## src/rtl/icache_assoc.sv

```systemverilog
// N-way set-associative, read-only instruction cache with per-set round-robin
// replacement, deferred flush and saturating hit/miss counters.
module icache_assoc #(
  parameter int ADDR_W    = 10,
  parameter int WORD_W    = 32,
  parameter int BLK_WORDS = 4,
  parameter int SETS      = 8,
  parameter int WAYS      = 2,
  parameter int CNT_W     = 16
) (
  input  logic                              clock,
  input  logic                              reset,
  input  logic [ADDR_W-1:0]                 i_pc,
  input  logic                              flush,
  output logic [WORD_W-1:0]                 instruction,
  output logic                              i_busywait,
  output logic                              imem_read,
  output logic [ADDR_W-3-$clog2(BLK_WORDS):0] imem_pc,
  input  logic [BLK_WORDS*WORD_W-1:0]       imem_readdata,
  input  logic                              imem_busywait,
  output logic [CNT_W-1:0]                  hit_count,
  output logic [CNT_W-1:0]                  miss_count
);

  localparam int OFF_W = $clog2(BLK_WORDS);
  localparam int IDX_W = $clog2(SETS);
  localparam int TAG_W = ADDR_W - 2 - OFF_W - IDX_W;
  localparam int BA_W  = TAG_W + IDX_W;
  localparam int WAY_W = (WAYS > 1) ? $clog2(WAYS) : 1;

  typedef enum logic [1:0] {IDLE, MEM_READ, REFILL} state_t;
  typedef logic [BLK_WORDS-1:0][WORD_W-1:0] block_t;

  state_t state, state_next;

  logic [TAG_W-1:0] tag_mem  [SETS][WAYS];
  block_t           data_mem [SETS][WAYS];
  logic [WAYS-1:0]  valid    [SETS];
  logic [WAY_W-1:0] rr       [SETS];

  logic [BA_W-1:0]  miss_addr;
  block_t           fill_data;
  logic             flush_pending;

  logic [TAG_W-1:0] pc_tag;
  logic [IDX_W-1:0] pc_idx;
  logic [OFF_W-1:0] pc_off;
  logic [TAG_W-1:0] fill_tag;
  logic [IDX_W-1:0] fill_idx;
  logic             hit;
  logic [WAY_W-1:0] hit_way;
  logic [WAY_W-1:0] victim;
  logic             victim_by_rr;
  logic [WAY_W-1:0] rr_adv;
  logic             miss_take;
  logic             unused_pc_lsbs;

  assign pc_tag         = i_pc[ADDR_W-1 -: TAG_W];
  assign pc_idx         = i_pc[2+OFF_W +: IDX_W];
  assign pc_off         = i_pc[2 +: OFF_W];
  assign unused_pc_lsbs = ^i_pc[1:0];
  assign fill_tag       = miss_addr[BA_W-1 -: TAG_W];
  assign fill_idx       = miss_addr[IDX_W-1:0];

  // NOTE: every always_comb output gets a default first, so no path can infer a latch.
  always_comb begin
    hit     = 1'b0;
    hit_way = '0;
    for (int w = 0; w < WAYS; w++) begin
      if (valid[pc_idx][w] && tag_mem[pc_idx][w] == pc_tag) begin
        hit     = 1'b1;
        hit_way = WAY_W'(w);
      end
    end
  end

  // Lowest-numbered invalid way wins; only a full set falls back to the RR pointer.
  always_comb begin
    victim       = rr[fill_idx];
    victim_by_rr = 1'b1;
    for (int w = WAYS - 1; w >= 0; w--) begin
      if (!valid[fill_idx][w]) begin
        victim       = WAY_W'(w);
        victim_by_rr = 1'b0;
      end
    end
  end

  assign rr_adv      = (rr[fill_idx] == WAY_W'(WAYS - 1)) ? '0 : rr[fill_idx] + 1'b1;
  assign instruction = hit ? data_mem[pc_idx][hit_way][pc_off] : '0;
  assign i_busywait  = (state != IDLE) | !hit | flush_pending;
  assign miss_take   = (state == IDLE) && !hit && !flush_pending && !flush;
  assign imem_read   = (state == MEM_READ);
  assign imem_pc     = imem_read ? miss_addr : '0;

  always_comb begin
    state_next = state;
    case (state)
      IDLE:     if (miss_take) state_next = MEM_READ;
      MEM_READ: if (!imem_busywait) state_next = REFILL;
      REFILL:   state_next = IDLE;
      default:  state_next = IDLE;
    endcase
  end

  always_ff @(posedge clock or negedge reset) begin
    if (!reset) begin
      state         <= IDLE;
      miss_addr     <= '0;
      flush_pending <= 1'b0;
      hit_count     <= '0;
      miss_count    <= '0;
      for (int s = 0; s < SETS; s++) begin
        valid[s] <= '0;
        rr[s]    <= '0;
      end
    end else begin
      state <= state_next;
      if (miss_take) begin
        miss_addr <= {pc_tag, pc_idx};
        if (miss_count != '1) miss_count <= miss_count + 1'b1;
      end
      if (!i_busywait && hit_count != '1) hit_count <= hit_count + 1'b1;
      if (state == IDLE) begin
        if (flush || flush_pending) begin
          flush_pending <= 1'b0;
          for (int s = 0; s < SETS; s++) begin
            valid[s] <= '0;
            rr[s]    <= '0;
          end
        end
      end else if (flush) begin
        flush_pending <= 1'b1;
      end
      if (state == REFILL) begin
        valid[fill_idx][victim] <= 1'b1;
        if (victim_by_rr) rr[fill_idx] <= rr_adv;
      end
    end
  end

  // NOTE: tag/data storage has no reset; the valid bits gate every read of it.
  always_ff @(posedge clock) begin
    if (state == MEM_READ && !imem_busywait) fill_data <= imem_readdata;
    if (state == REFILL) begin
      tag_mem[fill_idx][victim]  <= fill_tag;
      data_mem[fill_idx][victim] <= fill_data;
    end
  end

endmodule

```

## config.mk

```make
export PLATFORM = sky130hd
export DESIGN_NAME = icache_assoc
export DESIGN_NICKNAME = d
export VERILOG_FILES = /design/src/rtl/icache_assoc.sv
export SDC_FILE = /design/constraint.sdc
export NUM_CORES = 2
export LEC_CHECK = 0
export BUFFER_PORTS_ARGS = -buffer_cell sky130_fd_sc_hd__buf_2
export CORE_UTILIZATION = 35
export DETAILED_ROUTE_END_ITERATION = 8
export PLACE_DENSITY_LB_ADDON = 0.2
export SLEW_MARGIN = 10
export SYNTH_ARGS = -nofsm -noshare
export SYNTH_HDL_FRONTEND = slang
export SYNTH_SLANG_ARGS = --single-unit
export TNS_END_PERCENT = 50
```

## constraint.sdc

```tcl
create_clock -name clock -period 24.7 [get_ports clock]
set_input_delay 4.94 -clock clock [delete_from_list [all_inputs] [get_ports clock]]
set_output_delay 4.94 -clock clock [all_outputs]
set_load 0.005 [all_outputs]
```

======== Yosys cells after proc, flatten, opt, wreduce, memory -nomap -nowiden ========
Memory sizes are Yosys's and may differ from the RTL's.
Cells that the tools add are included.
word-level totals
  flip-flop bits (word level) ............. 193
  latch bits .............................. 0
  bits in writable memories ............... 2,096
  memory bits (read-only) ................. 0
  output and inout port bits .............. 72
  logic and storage cells ................. 128
  memories ................................ 2
memory list
  memory    words  width  read ports  clocked after memory_dff  wr ports  RTL line  RTL
  data_mem  8      256    1           0                         1         37        block_t data_mem [SETS][WAYS];
  tag_mem   8      6      1           0                         1         36        logic [TAG_W-1:0] tag_mem [SETS][WAYS];
cells by class
  add/subtract/negate cells ............... 3
  multipliers ............................. 0
  divide/modulo/power cells ............... 0
  $lt $le $gt $ge ......................... 9
  eq/ne operators ......................... 9
  shifts and indexed selects .............. 0
  muxes and demuxes ....................... 51
  bitwise operators ....................... 7
  reduce and logical (&&, ||, !) cells .... 22
operators with widths
  cell                                                       number
  two-way mux 128 bit                                        4
  two-way mux 256 bit                                        1
  demux 128 bit (select 1 bit)                               1
  binary-select mux 32 bit (select 2 bit)                    1
  two-way mux 32 bit                                         2
  two-way mux 16 bit                                         3
  adder 16 x 1 -> 16 bit (second input constant)             2
  two-way mux 8 bit                                          4
  != test 16 bit (second input constant)                     2
  two-way mux 1 bit                                          16
  bitwise OR 16 bit                                          1
  two-way mux 2 bit                                          7
  binary-select mux 2 bit (select 3 bit)                     2
  two-way mux 6 bit                                          2
  logical AND 1 bit                                          10
  bitwise mux 8 bit                                          1
  greater-or-equal comparator 4 bit (second input constant)  2
  inverter 3 -> 4 bit                                        2
  demux 2 bit (select 3 bit)                                 1
  equality test 3 bit                                        2
  AND reduction 2 bit                                        3
  zero test 1 bit                                            5
  greater-or-equal comparator 2 bit (second input constant)  2
  < comparator 4 x 1 -> 1 bit (second input constant)        1
  other kinds (20)                                           24

======== Longest topological paths before layout ========
  depth after elaboration ................. 14
  gate-level depth with buffers ........... 13

======== Least setup slack after synthesis ========
Ideal clock, no wire load.
  path type ............................... input port to output port
  from .................................... input i_pc[4]
  to ...................................... output instruction[18]
  data arrival time ....................... 7,433 ps
  required time ........................... 19,760 ps
  setup slack ............................. 12,327 ps
  stages .................................. 10
  path buffers ............................ 7
  cell sequence ........................... buf_4 -> buf_4 -> buf_4 -> buf_2 -> buf_2 -> buf_2 -> buf_2 -> mux4_2 -> a211oi_1 -> o211ai_1
between the ends
  cells in the longest elaborated chain, start to end .. 13
  elaborated cells on any way between the ends .. 20
  classes of those cells .................. eq/ne (2); mux (12); bitwise (2); reduce/logical (2); memory (2)
RTL lines
  element                                                  RTL line  RTL
  start: declaration                                       13        input logic [ADDR_W-1:0] i_pc,
  inverter 3 -> 4 bit (implied by the code)                70        if (valid[pc_idx][w] && tag_mem[pc_idx][w] == pc_tag) begin
  binary-select mux 2 bit (select 3 bit)                   70
  two-way mux 2 bit (implied by the code) (2 in series)    70
  logical AND 1 bit                                        70
  two-way mux 1 bit                                        70
  inverter 1 -> 2 bit (implied by the code)                90        assign instruction = hit ? data_mem[pc_idx][hit_way][pc_off] : '0;
  two-way mux 128 bit (implied by the code) (3 in series)  90
  binary-select mux 32 bit (select 2 bit)                  90
  two-way mux 32 bit (implied by the code)                 90
  two-way mux 32 bit (*)                                   90
  end: declaration                                         15        output logic [WORD_W-1:0] instruction,
Mark *: on every way between the ends. The rest lies on a longest branch, timed or not. The select of a mux whose other input is x is not followed.

======== Worst setup path after layout ========
  from .................................... input i_pc[4]
  to ...................................... output instruction[28]
The elaborated chain is that of the path after synthesis.

==> summary.txt <==
Hold path
  – Hold WC Path Type: flop to flop

Floorplanning
  – Die width: 501 um
  – I/O Pins: 214
  – Core area: 247000 um2
  – Die area: 251000 um2
  – Core Rows: 182
  – Die Height: 501 um
  – Starting Density: 35.3%

Timing
  – Peak Freq: 0.0611 GHz
  – Final setup fails: 0
  – Final worst slack: 8.33 ns
  – Worst-Margin Slew: 1.12 ns
  – Hold Worst Slack: 0.485 ns
  – Slew Viols, Final: 0
  – Fin crit share: 66.3%
  – Worst Skew: 0.0331 ns
  – Final min period: 16.37 ns
  – Setup tns final: 0 ns
  – RSZ-0062 raised after global routing: false
  – Final hold vios: 0
  – Slew headroom: 25.2%

Worst setup path
  – Kind of critical path: input port to output pin
  – Critical path buffer and inverter count: 7
  – CP cell instances: buf_8, buf_12, buf_4, buf_4, buf_4, buf_4, mux4_2, mux2_2, o22ai_1, nor2_1, o221a_1, a221o_1, buf_2
  – Critical path fanouts, max: 102
  – Critical path's slowest cell: buf_4
  – Arrival time worst endpoint: 11.43 ns
  – Critical path startpoint category: input port
  – Setup crit end kind: output pin
  – Worst path top cell family by delay: buffers and inverters
  – Largest stage delay, worst path: 0.83 ns
  – FF-to-FF setup slack: 19.07 ns
  – CP most frequent cell: buf_4
  – CP required: 19.76 ns

Run
  – Max Cap Viol: 0

Clock tree
  – CTS tree: done
  – Hold-fix buffers, CTS: 0
  – Post-cts repair resize count: 0
  – Buffer depth of the longest clock path: 3
  – H-tree depth: 4
  – Clock transition at the registers of the reported paths: 0.05 ns
  – Clock root buffer: clkbuf_16
  – TritonCTS buffer count: 232
  – Post-CTS setup buffers: 0
  – # clock sinks: 2289
  – Clock latency on the worst-skew pair: 0.88 ns

Route
  – Total wire length: 219 mm
  – Post-route ant nets: 0
  – Routed vias: 40195
  – Drt wl/cell: 28.6 um
  – Via density: 5.26
  – DRC Markers: 0
  – Router iterations before antenna repair: 5
  – Starting DRT DRC Count: 3582

Final layout
  – Area of the multi-input gates: 17900 um2
  – Fin nets: 4274
  – Register Area: 68400 um2
  – Fill count: 21685
  – Layout cells sized above 1: 29.0%
  – Fin cells: 7642
  – Area delta synth->final: 14.3%

Power
  – Int Power: 6.61 mW
  – Sequential Power Share: 54.9%
  – Clock power frac: 39.3%
  – Switching pwr: 1.96 mW
  – Switch share: 22.9%
  – PwrDens: 86.0 nW/um2
  – Pleak: 31.7 nW
  – Comb power frac: 5.8%
  – Worst vdd ir: 0.0831 mV
  – Overall power consumption: 8.57 mW

Synthesis
  – Register area share after synthesis: 78.5%
  – Syn Nets: 3945
  – Synth area leaders: edfxtp_1 (77%), mux4_2 (14%), dfrtp_1 (1.9%), mux2i_1 (1.2%), mux2_2 (0.62%)
  – YS warnings: 0
  – Asr flop ratio synth: 2.84%
  – EDFF count, synth: 2224
  – Synth Flop Type: edfxtp_1
  – Area share of the largest cell type after synthesis: 76.7%
  – Mean post-synth cell area: 22.9 um2
  – Synth Instances: 3801
  – Area leader, netlist: edfxtp_1
  – Synth cell types: 59
  – Yosys reg bits: 2289
  – Mapped Area: 87100 um2

Place
  – Final Wtd Congestion: 0.712
  – HPWL reported at the end of detailed placement: 112 mm
  – Placed instance count: 7208
  – PortBufs: 211
  – Place WS: 7.94 ns

Global routing
  – First-pass GRT wire length: 313 mm
  – Total overflow reported by the global router: 0
  – Antenna violations before repair: 25
  – Gr usage total: 17.5%
  – Pin count of the biggest net entering global routing: 141
  – Number of global-route vias before repair: 41773

Outcome
  – Status: finished, final reports clean
metrics by stage:
step	utilization, %	instance area (um2)
floorplan	-	87100
global placement	37.4	92300
detailed placement	37.5	92400
CTS	40.4	99600
global route	40.4	99600
finish	40.4	99600
worst paths after layout:
path                                               start                    endpoint  depth (start not counted)
max in group asynchronous                          reset         valid[13]$_DFF_PN0_                          2
worst min register to register  hit_count[4]$_DFFE_PN0P_    hit_count[4]$_DFFE_PN0P_                          1
worst max register to register  miss_addr[2]$_DFFE_PN0P_   data_mem[4][25]$_DFFE_PP_                          7
worst min-delay path            hit_count[4]$_DFFE_PN0P_    hit_count[4]$_DFFE_PN0P_                          1
worst max-delay path                             i_pc[4]             instruction[28]                         13
min in group asynchronous                          reset  miss_count[11]$_DFFE_PN0P_                          2
flip-flops by register name, indices dropped and copies added, names as in the netlist:
| signal | count |
|---|---|
| data_mem | 2048 |
| fill_data | 128 |
| tag_mem | 48 |
| hit_count | 16 |
| miss_count | 16 |
| valid | 16 |
| rr | 8 |
| miss_addr | 6 |
| state | 2 |
| flush_pending | 1 |
per-layer routing:
metal,track usage (%),routed length [um],share of wire (%)
met1,25.5,101000,46
met2,27.7,103000,47
met3,2.64,10500,4.8
met4,4.15,4010,1.8
met5,0,13,0.0059
area by class of cell:
class / instances / share of cell area [%]
repair buffers: 299 / 1.87
diodes: 6 / 0.0151
well taps: 3312 / 4.16
clock buffers: 281 / 6.01
inverters: 8 / 0.0301
multi-input cells: 1300 / 18.0
flip-flops and latches: 2289 / 68.7
clock inverters: 147 / 1.25
kinds of logic after synthesis:
logic type                 count (synthesis)  synth area share (%)
adders and majority gates                  2                0.0287
muxes                                    710                  16.3
AOI/OAI and AO/OA                        253                  2.03
DFF                                     2289                  78.5
buffers and inverters                    212                  1.09
and+or+nand+nor                          304                  1.76
xor gates and xnor gates                  31                 0.320
cells in the final DEF, fill, tap and decap left out, drive strengths merged, types with 7 or more instances in the layout:
cell type,count
inv,18
a221o,13
and2,27
o211ai,25
edfxtp,2224
clkbuf,281
mux2,49
nand4,7
nand3b,7
bufinv,16
o211a,11
a21o,16
nand3,18
and3,9
xnor2,20
o31ai,7
xor2,11
clkinv,111
clkinvlp,10
o22ai,26
a211oi,59
dfrtp,65
nand2,83
a21oi,40
nor2b,8
nor3,13
nor2,69
buf,299
mux2i,102
mux4,559
nand2b,43
o21ai,41
Yosys cell counts, types with 20 or more instances:
cell type and instances:
clkbuf_1 91, mux4_2 559, edfxtp_1 2224, a21oi_1 40
o22ai_1 26, mux2_2 48, and2_1 27, nand2b_1 43
nor2_1 69, mux2i_1 102, a211oi_1 58, buf_1 24
buf_2 78, dfrtp_1 65, xnor2_1 20, nand2_1 82
o211ai_1 25, o21ai_0 40
power by group through the flow:
| stage | logic (mW) | clock network, mW | registers, mW |
|---|---|---|---|
| CTS | 0.513 | 3.46 | 4.71 |
| global placement | 0.509 | 0 | 4.77 |
| finish | 0.499 | 3.37 | 4.70 |
| global route | 0.537 | 3.60 | 4.73 |
| floorplan | 0.312 | 0 | 4.74 |
| detailed placement | 0.511 | 0 | 4.79 |
(Power assumes the default switching activity.)
